**config.mk**
```make
export PLATFORM = sky130hd
export DESIGN_NAME = cd_fifo_drain
export DESIGN_NICKNAME = d
export VERILOG_FILES = /design/src/rtl/cd_pkg.sv /design/src/rtl/cd_hw_packer.sv /design/src/rtl/cd_fifo_drain.sv
export SDC_FILE = /design/constraint.sdc
export NUM_CORES = 1
export LEC_CHECK = 0
export CORE_ASPECT_RATIO = 0.8
export CORE_UTILIZATION = 44
export CTS_BUF_LIST = sky130_fd_sc_hd__clkbuf_4 sky130_fd_sc_hd__clkbuf_8
export CTS_CLUSTER_SIZE = 24
export DETAILED_ROUTE_END_ITERATION = 16
export PLACE_DENSITY = 0.72
export SLEW_MARGIN = 20
export SYNTH_ARGS = -nofsm -noshare
export SYNTH_HDL_FRONTEND = slang
export SYNTH_SLANG_ARGS = --single-unit
export TNS_END_PERCENT = 1
```
**constraint.sdc**
```tcl
create_clock -name clk -period 2.46 [get_ports clk]
set_input_delay 0.369 -clock clk [delete_from_list [all_inputs] [get_ports clk]]
set_output_delay 0.369 -clock clk [all_outputs]
set_load 0.01 [all_outputs]
```
**src/rtl/cd_pkg.sv**
```systemverilog
// Shared types and constants for the CD-ROM data FIFO drain engine.
package cd_pkg;

  typedef enum logic [2:0] {
    IDLE,
    LO,
    HI,
    OUT,
    DONE
  } drain_state_t;

  localparam int CD_FIFO_BYTES = 16;
  localparam int CD_HW_BYTES   = 2;

  // A halfword read is only legal when a full halfword sits in the FIFO.
  function automatic logic hw_available(input logic [4:0] avail);
    return avail >= 5'(CD_HW_BYTES) && avail <= 5'(CD_FIFO_BYTES);
  endfunction

endpackage

```
**src/rtl/cd_hw_packer.sv**
```systemverilog
// Lo/hi halfword capture registers; presents {hi, lo} as one 32-bit little-endian word.
module cd_hw_packer (
  input  logic        clk,
  input  logic        rst,
  input  logic        load_lo_i,
  input  logic        load_hi_i,
  input  logic [15:0] hw_i,
  output logic [31:0] word_o
);

  logic [15:0] lo_q;
  logic [15:0] hi_q;

  // NOTE: data registers are reset too, because dma_data must read 0 out of reset.
  always_ff @(posedge clk or posedge rst) begin
    if (rst) begin
      lo_q <= '0;
      hi_q <= '0;
    end else begin
      if (load_lo_i) lo_q <= hw_i;
      if (load_hi_i) hi_q <= hw_i;
    end
  end

  assign word_o = {hi_q, lo_q};

endmodule

```
**src/rtl/cd_fifo_drain.sv**
```systemverilog
// Drains the CD sector FIFO by halfwords into 32-bit words for DMA channel 3.
// Optional CPU byte port for the odd trailing byte: define CD_DRAIN_BYTE_PORT_EN.
module cd_fifo_drain
  import cd_pkg::*;
#(
  parameter int CNT_W = 16
) (
  input  logic             clk,
  input  logic             rst,
  input  logic             start,
  input  logic             abort,
  input  logic [CNT_W-1:0] word_count,
  input  logic [15:0]      fifo_data,
  input  logic [4:0]       fifo_avail,
  output logic             fifo_re_16,
  output logic             fifo_re_8,
  output logic [31:0]      dma_data,
  output logic             dma_valid,
  input  logic             dma_ready,
  output logic             busy,
`ifdef CD_DRAIN_BYTE_PORT_EN
  input  logic             cpu_rd,
  output logic [7:0]       cpu_byte,
  output logic             cpu_byte_valid,
`endif
  output logic             done
);

  drain_state_t     state_q, state_d;
  logic [CNT_W-1:0] count_q, count_d;
  logic             abort_q, abort_d;
  logic             dma_valid_q, busy_q, done_q;
  logic             can_read;
  logic             abort_now;

  assign can_read   = hw_available(fifo_avail);
  assign abort_now  = abort | abort_q;
  // An abort seen in LO ends the transfer before the read is issued.
  assign fifo_re_16 = can_read && ((state_q == LO && !abort_now) || state_q == HI);

  // NOTE: every always_comb output gets a default first so no latch is inferred.
  always_comb begin
    state_d = state_q;
    count_d = count_q;
    abort_d = abort_q;
    unique case (state_q)
      IDLE: begin
        abort_d = 1'b0;
        if (start) begin
          if (word_count != '0) begin
            count_d = word_count;
            state_d = LO;
          end else begin
            state_d = DONE;
          end
        end
      end
      LO: begin
        abort_d = abort_now;
        if (abort_now)     state_d = DONE;
        else if (can_read) state_d = HI;
      end
      HI: begin
        abort_d = abort_now;
        if (can_read) state_d = OUT;
      end
      OUT: begin
        abort_d = abort_now;
        if (dma_ready) begin
          count_d = count_q - CNT_W'(1);
          state_d = (count_q == CNT_W'(1) || abort_now) ? DONE : LO;
        end
      end
      DONE: begin
        abort_d = 1'b0;
        state_d = IDLE;
      end
      default: state_d = IDLE;
    endcase
  end

  // NOTE: sequential state uses non-blocking assignments so all registers update together.
  always_ff @(posedge clk or posedge rst) begin
    if (rst) begin
      state_q     <= IDLE;
      count_q     <= '0;
      abort_q     <= 1'b0;
      dma_valid_q <= 1'b0;
      busy_q      <= 1'b0;
      done_q      <= 1'b0;
    end else begin
      state_q     <= state_d;
      count_q     <= count_d;
      abort_q     <= abort_d;
      dma_valid_q <= (state_d == OUT);
      busy_q      <= (state_d == LO) || (state_d == HI) || (state_d == OUT);
      done_q      <= (state_d == DONE);
    end
  end

  assign dma_valid = dma_valid_q;
  assign busy      = busy_q;
  assign done      = done_q;

  cd_hw_packer u_packer (
    .clk       (clk),
    .rst       (rst),
    .load_lo_i (fifo_re_16 && state_q == LO),
    .load_hi_i (fifo_re_16 && state_q == HI),
    .hw_i      (fifo_data),
    .word_o    (dma_data)
  );

`ifdef CD_DRAIN_BYTE_PORT_EN
  logic       byte_rd;
  logic [7:0] cpu_byte_q;
  logic       cpu_byte_valid_q;

  // start wins over a same-cycle byte request; the request is answered with 0.
  assign byte_rd   = cpu_rd && state_q == IDLE && !start && fifo_avail != 5'd0;
  assign fifo_re_8 = byte_rd;

  always_ff @(posedge clk or posedge rst) begin
    if (rst) begin
      cpu_byte_q       <= 8'h00;
      cpu_byte_valid_q <= 1'b0;
    end else begin
      cpu_byte_valid_q <= cpu_rd;
      if (cpu_rd) cpu_byte_q <= byte_rd ? fifo_data[7:0] : 8'h00;
    end
  end

  assign cpu_byte       = cpu_byte_q;
  assign cpu_byte_valid = cpu_byte_valid_q;
`else
  assign fifo_re_8 = 1'b0;
`endif

endmodule

```
Word-level counts from Yosys, hierarchy flattened
Index checks and enable logic that the tools add are counted.

word-level totals
  flip-flop bits (word level) = 55
  input bits = 42
  output and inout bits = 37
  word-level logic and storage cells = 54

operators by class
  add/subtract/negate cells = 1
  magnitude comparators = 2
  equality and inequality tests = 12
  muxes and demuxes = 13
  bitwise operators = 1
  reduce and logical (&&, ||, !) cells = 17

operators with widths
  cell                                                               count
  two-way mux 16 bit                                                 3
  case mux 16 bit (2 select lines)                                   1
  two-way mux 3 bit                                                  7
  == test 16 x 1 -> 1 bit, second input constant                     1
  nonzero test 16 bit                                                1
  subtractor 16 x 1 -> 16 bit, second input constant                 1
  == test 3 x 2 -> 1 bit, second input constant                      4
  case mux 3 bit (4 select lines)                                    1
  == test 3 x 1 -> 1 bit, second input constant                      2
  == test 3 bit, second input constant                               2
  inequality test 2 bit, second input constant                       3
  greater-or-equal comparator 5 x 2 -> 1 bit, second input constant  1
  less-or-equal comparator 5 bit, second input constant              1
  logical AND 1 bit                                                  5
  logical OR 1 bit                                                   4
  AND reduction 4 bit                                                1
  nonzero test 2 bit                                                 2
  logical NOT 3 bit                                                  1
  OR reduction 3 bit                                                 1
  case mux 1 bit (2 select lines)                                    1
  OR reduction 2 bit                                                 1
  logical NOT 1 bit                                                  1
  OR 1 bit                                                           1

Logic depth before layout (Yosys ltp)
  depth after elaboration = 8
  gate-level depth with buffers = 7
  mapped depth without buffers = 6

Hierarchy
Synthesis repeated with hierarchy kept, for this count alone.

unflattened totals
  cell total of the unflattened synthesis = 249
  area total of the unflattened synthesis = 2803.9 µm²

modules (own cells, without submodules)
  module         times used  cells each  area an instance (µm²)  seq. area each (µm²)
  cd_fifo_drain  1           180         1501.4                  575.6
  cd_hw_packer   1           69          1302.5                  800.8

Worst setup path after synthesis
No wires, ideal clock.

  path type = input-to-output
  start = in fifo_avail[3]
  end = out fifo_re_16
  data arrival time = 1.728 ns
  required time = 2.091 ns
  setup slack = 0.363 ns
  stages = 6
  path buffers = 2
  path through = nor3_1 > mux2i_1 > or3b_1 > buf_2 > buf_2 > nand2_1

between the ends
  longest elaborated chain between the ends = 3
  elaborated cells between the ends (all ways) = 4
  classes of those cells = order compare: 2; reduce/logical: 2

RTL lines
  item                                                                                                 line                 RTL
  start: declaration                                                                                   cd_fifo_drain.sv:14  input logic [4:0] fifo_avail,
  greater-or-equal comparator 5 x 2 -> 1 bit / less-or-equal comparator 5 bit (equally long branches)  cd_pkg.sv:17         return avail >= 5'(CD_HW_BYTES) && avail <= 5'(CD_FIFO_BYTES);
  logical AND 1 bit *                                                                                  cd_pkg.sv:17
  logical AND 1 bit *                                                                                  cd_fifo_drain.sv:39  assign fifo_re_16 = can_read && ((state_q == LO && !abort_now) || state_q == HI);
  end: declaration                                                                                     cd_fifo_drain.sv:15  output logic fifo_re_16,

Every way passes the cells marked *; elsewhere a longest branch is shown, timed or not.

Worst setup path after layout
Ends and elaborated chain as after synthesis.

==> results.md <==
| Item | Value | Unit |
| --- | --- | --- |
| Run status | completed | - |
| Number of cells in the finished layout apart from fillers | 414 | - |
| Slew at the pin with the worst max-slew slack | 0.581 | ns |
| Layout fillers | 494 | - |
| Synth Area in XOR/XNOR | 0 | % |
| Period Utilization, post-route | 93.0 | % |
| Flop and latch count out of synthesis | 55 | - |
| Cell Area, Synth | 2790 | um^2 |
| Cell area power density | 1120 | nW/um^2 |
| Initial cell density of the core | 46.5 | % |
| Pin count of the biggest net entering global routing | 25 | - |
| Dominant combinational cell family by area after synthesis | simple AND/OR/NAND/NOR gates | - |
| IR Drop Worst-Case VDD | 598 | uV |
| Period minus WS final | 2.29 | ns |
| RePlAce Congestion | 0.916 | - |
| Gate count of the mapped netlist | 248 | - |
| Number of pins with negative max-slew slack in the final report | 0 | - |
| Worst min path class | in2async | - |
| Clock tree from TritonCTS | built | - |
| Worst path required time | 2.09 | ns |
| Remaining DRCs | 0 | - |
| Worst setup path startpoint | fifo_avail[3] | - |
| Clk pin slew, worst setup/hold paths | 0.10 | ns |
| Via density per instance | 5.77 | - |
| Port Buf Inserts | 77 | - |
| Total overflow reported by the global router | 0 | - |
| Most frequent cells in the layout | sky130_fd_sc_hd__clkdlybuf4s50_1, sky130_fd_sc_hd__dfrtp_1, sky130_fd_sc_hd__mux2_2 | - |
| RSZ-0062 raised after global routing | false | - |
| Number of violations reported at the end of detailed-routing iteration 0 | 217 | - |
| Leading cell type in the layout, fill and taps excluded | sky130_fd_sc_hd__clkdlybuf4s50_1 | - |
| Cells along the critical path | clkdlybuf4s50_1, nor3_2, mux2i_1, or3b_1, nand2_1, dlygate4sd2_1 | - |
| Clock tree root buffer cell | sky130_fd_sc_hd__clkbuf_8 | - |
| ANT cells | 0 | - |
| Die Outline Area | 6670 | um^2 |
| Total detailed-routing wirelength | 6.92 | mm |
| Share of the synthesized area in compound gates (AO/OA/AOI/OAI) | 15.9 | % |
| Core area | 6010 | um^2 |
| Crit start category | primary input | - |
| Largest fanout on the critical path | 2 | - |
| WL per Instance | 16.7 | um |
| Post-synthesis to final-layout area growth | 36.6 | % |
| Max-capacitance violation count | 0 | - |
| WHS | 0.356 | ns |
| Distinct cells, synth | 56 | - |
| Share of layout cells above drive strength 1 | 20.1 | % |
| Crit Reg-Reg Startpoint | count_q[0] | - |
| CP Buf/Inv Count | 2 | - |
| Primary FF master, synth | sky130_fd_sc_hd__dfrtp_1 | - |
| Simple-gate portion of the synthesized area | 15.9 | % |
| Worst relative slew slack | 60.9 | % |
| Total number of H-tree levels | 2 | - |
| Post-DP HPWL | 5.10 | mm |
| Worst endpoint data arrival time | 1.92 | ns |
| Mux cell area share after synthesis | 13.7 | % |
| Sequential Area | 1380 | um^2 |
| Clock insertion delay at the later pin of the skew report | 0.31 | ns |
| Total area of multi-input combinational cells | 1300 | um^2 |
| Slowest library cell on the worst path | sky130_fd_sc_hd__clkdlybuf4s50_1 | - |
| Cells after DPL | 405 | - |
| Mapped Nets | 292 | - |
| Site row count | 25 | - |
| Number of endpoints with negative hold slack in the final report | 0 | - |
| Horizontal die dimension | 91.0 | um |
| Yosys warnings | 0 | - |
| Leakage power summed over all cells | 1.54 | nW |
| Delay-heaviest family, CP | buffers and inverters | - |
| TritonCTS buffer count | 5 | - |
| Number of enable flip-flop cells after synthesis | 0 | - |
| Die height | 73.2 | um |
| Overall track demand over capacity in global routing | 21.8 | % |
| I/O pin total | 79 | - |
| Fraction of the yosys area taken by sequential cells | 49.3 | % |
| Setup-violating endpoint count in the final report | 0 | - |
| Fin Clk Skew | 0.00646 | ns |
| Wire length of the first global-routing pass | 11.4 | mm |
| Routed vias | 2390 | - |
| Drt first pass iters | 4 | - |
| Post-Synthesis Mean Instance Area | 11.3 | um^2 |
| Final antenna-violating net count | 0 | - |
| Post-layout nets | 376 | - |
| Buffer levels on the longest clock path | 2 | - |
| Post-cts hold buffer count | 0 | - |
| Crit. End Element | output pin | - |
| Antenna violations before repair | 0 | - |
| Type of the setup path with the least slack | in2out | - |
| Final sum of negative setup slack | 0 | ns |
| Via count of the first global-routing pass | 2259 | - |
| Delay of the slowest cell on the worst path | 0.41 | ns |
| Achievable frequency | 437 | MHz |
| TritonCTS sink count | 55 | - |
| Ys async rst share | 100 | % |
| Arithmetic-cell share of the synthesized area counting full adders, half adders and majority gates | 0.897 | % |
==> through the flow <==
stage / area [um^2] / utilization, % / worst slack [ns] / power, mW
detailed placement: 3700 / 61.6 / -0.140 / 3.73
floorplan: 2790 / - / 0.363 / 2.80
CTS: 3810 / 63.5 / 0.157 / 4.27
global placement: 3700 / 61.6 / -0.119 / 3.68
global route: 3810 / 63.5 / 0.0741 / 4.53
finish: 3810 / 63.5 / 0.172 / 4.25
==> repair_timing <==
item	in CTS	in global routing
hold endpoints to repair	0	0
setup endpoints to repair	1	0
setup buffers	1	0
resized for setup	2	0
==> area by class of cell <==
class	count	area share, %
clock buffer	6	2.17
clock inverter	2	0.427
inverter	4	0.394
multi-input combinational	171	34.2
sequential	55	36.1
tap	81	2.66
timing repair buffer	95	24.1
==> synthesized netlist by cell type, types with 2 or more instances <==
cell type                   number  area (um^2)
sky130_fd_sc_hd__buf_6           3         33.8
sky130_fd_sc_hd__o311a_1         2         20.0
sky130_fd_sc_hd__a31oi_1         6         37.5
sky130_fd_sc_hd__a2bb2oi_1       4         35.0
sky130_fd_sc_hd__o211ai_1        4         30.0
sky130_fd_sc_hd__nand2_1        10         37.5
sky130_fd_sc_hd__nand2b_1        5         31.3
sky130_fd_sc_hd__a22oi_1         5         37.5
sky130_fd_sc_hd__or3_1           4         25.0
sky130_fd_sc_hd__o32ai_1         2         17.5
sky130_fd_sc_hd__o22a_1          6         52.6
sky130_fd_sc_hd__or4_1           5         37.5
sky130_fd_sc_hd__clkbuf_1        8         30.0
sky130_fd_sc_hd__mux2_2         33          372
sky130_fd_sc_hd__inv_1           4         15.0
sky130_fd_sc_hd__a21oi_1         7         35.0
sky130_fd_sc_hd__nand3_1         8         40.0
sky130_fd_sc_hd__buf_2           5         25.0
sky130_fd_sc_hd__o22ai_1         3         18.8
sky130_fd_sc_hd__nor2_1         12         45.0
sky130_fd_sc_hd__o21ai_0         6         30.0
sky130_fd_sc_hd__ha_1            2         25.0
sky130_fd_sc_hd__nor4_1         12         75.1
sky130_fd_sc_hd__nor3_1          6         30.0
sky130_fd_sc_hd__dfrtp_1        55         1380
==> kinds of logic after synthesis <==
logic type,Yosys count
muxes,34
AOI/OAI and AO/OA,58
buffers and inverters,22
DFF,55
other,1
adders and majority gates,2
and+or+nand+nor,76
==> path summary, 6_finish.rpt <==
kind	endpoint	cells past startpoint	slack [ns]
max	fifo_re_16	6	0.17
min	u_packer.lo_q[9]	2	0.36
max reg2reg	count_q[12]	6	0.32
min reg2reg	u_packer.lo_q[15]	1	0.51
max in group asynchronous	u_packer.hi_q[5]	3	1.57
min in group clk	u_packer.lo_q[15]	1	0.51
==> power by group <==
group          leakage (nW)  switching (mW)  total [mW]  internal, mW
Combinational         0.821           0.835        1.98          1.15
Clock                0.0474           0.297       0.527         0.230
Sequential            0.668           0.402        1.74          1.34
==> sequential cells by signal, summed over array words and instances, names as in the netlist <==
register       count
u_packer.hi_q     16
state_q            3
count_q           16
dma_valid          1
u_packer.lo_q     16
abort_q            1
done               1
busy               1
==> worst reg2reg max path, cell delays in order (launching register included) <==
cell	delay, ns
sky130_fd_sc_hd__dfrtp_1	0.41
sky130_fd_sc_hd__inv_1	0.10
sky130_fd_sc_hd__ha_1	0.23
sky130_fd_sc_hd__or3b_2	0.53
sky130_fd_sc_hd__or3_1	0.41
sky130_fd_sc_hd__o22a_1	0.19
sky130_fd_sc_hd__o22a_1	0.19
==> per-layer routing <==
layer  part of all wire (%)  global-route usage, %  vias up
met3                    6.6                   3.96        9
li1                       -                      -     1127
met5                      0                      0        -
met4                   0.88                   5.82        0
met2                     46                   32.7       85
met1                     47                   32.5     1169
Note: power is estimated with default switching activity, not from simulation.
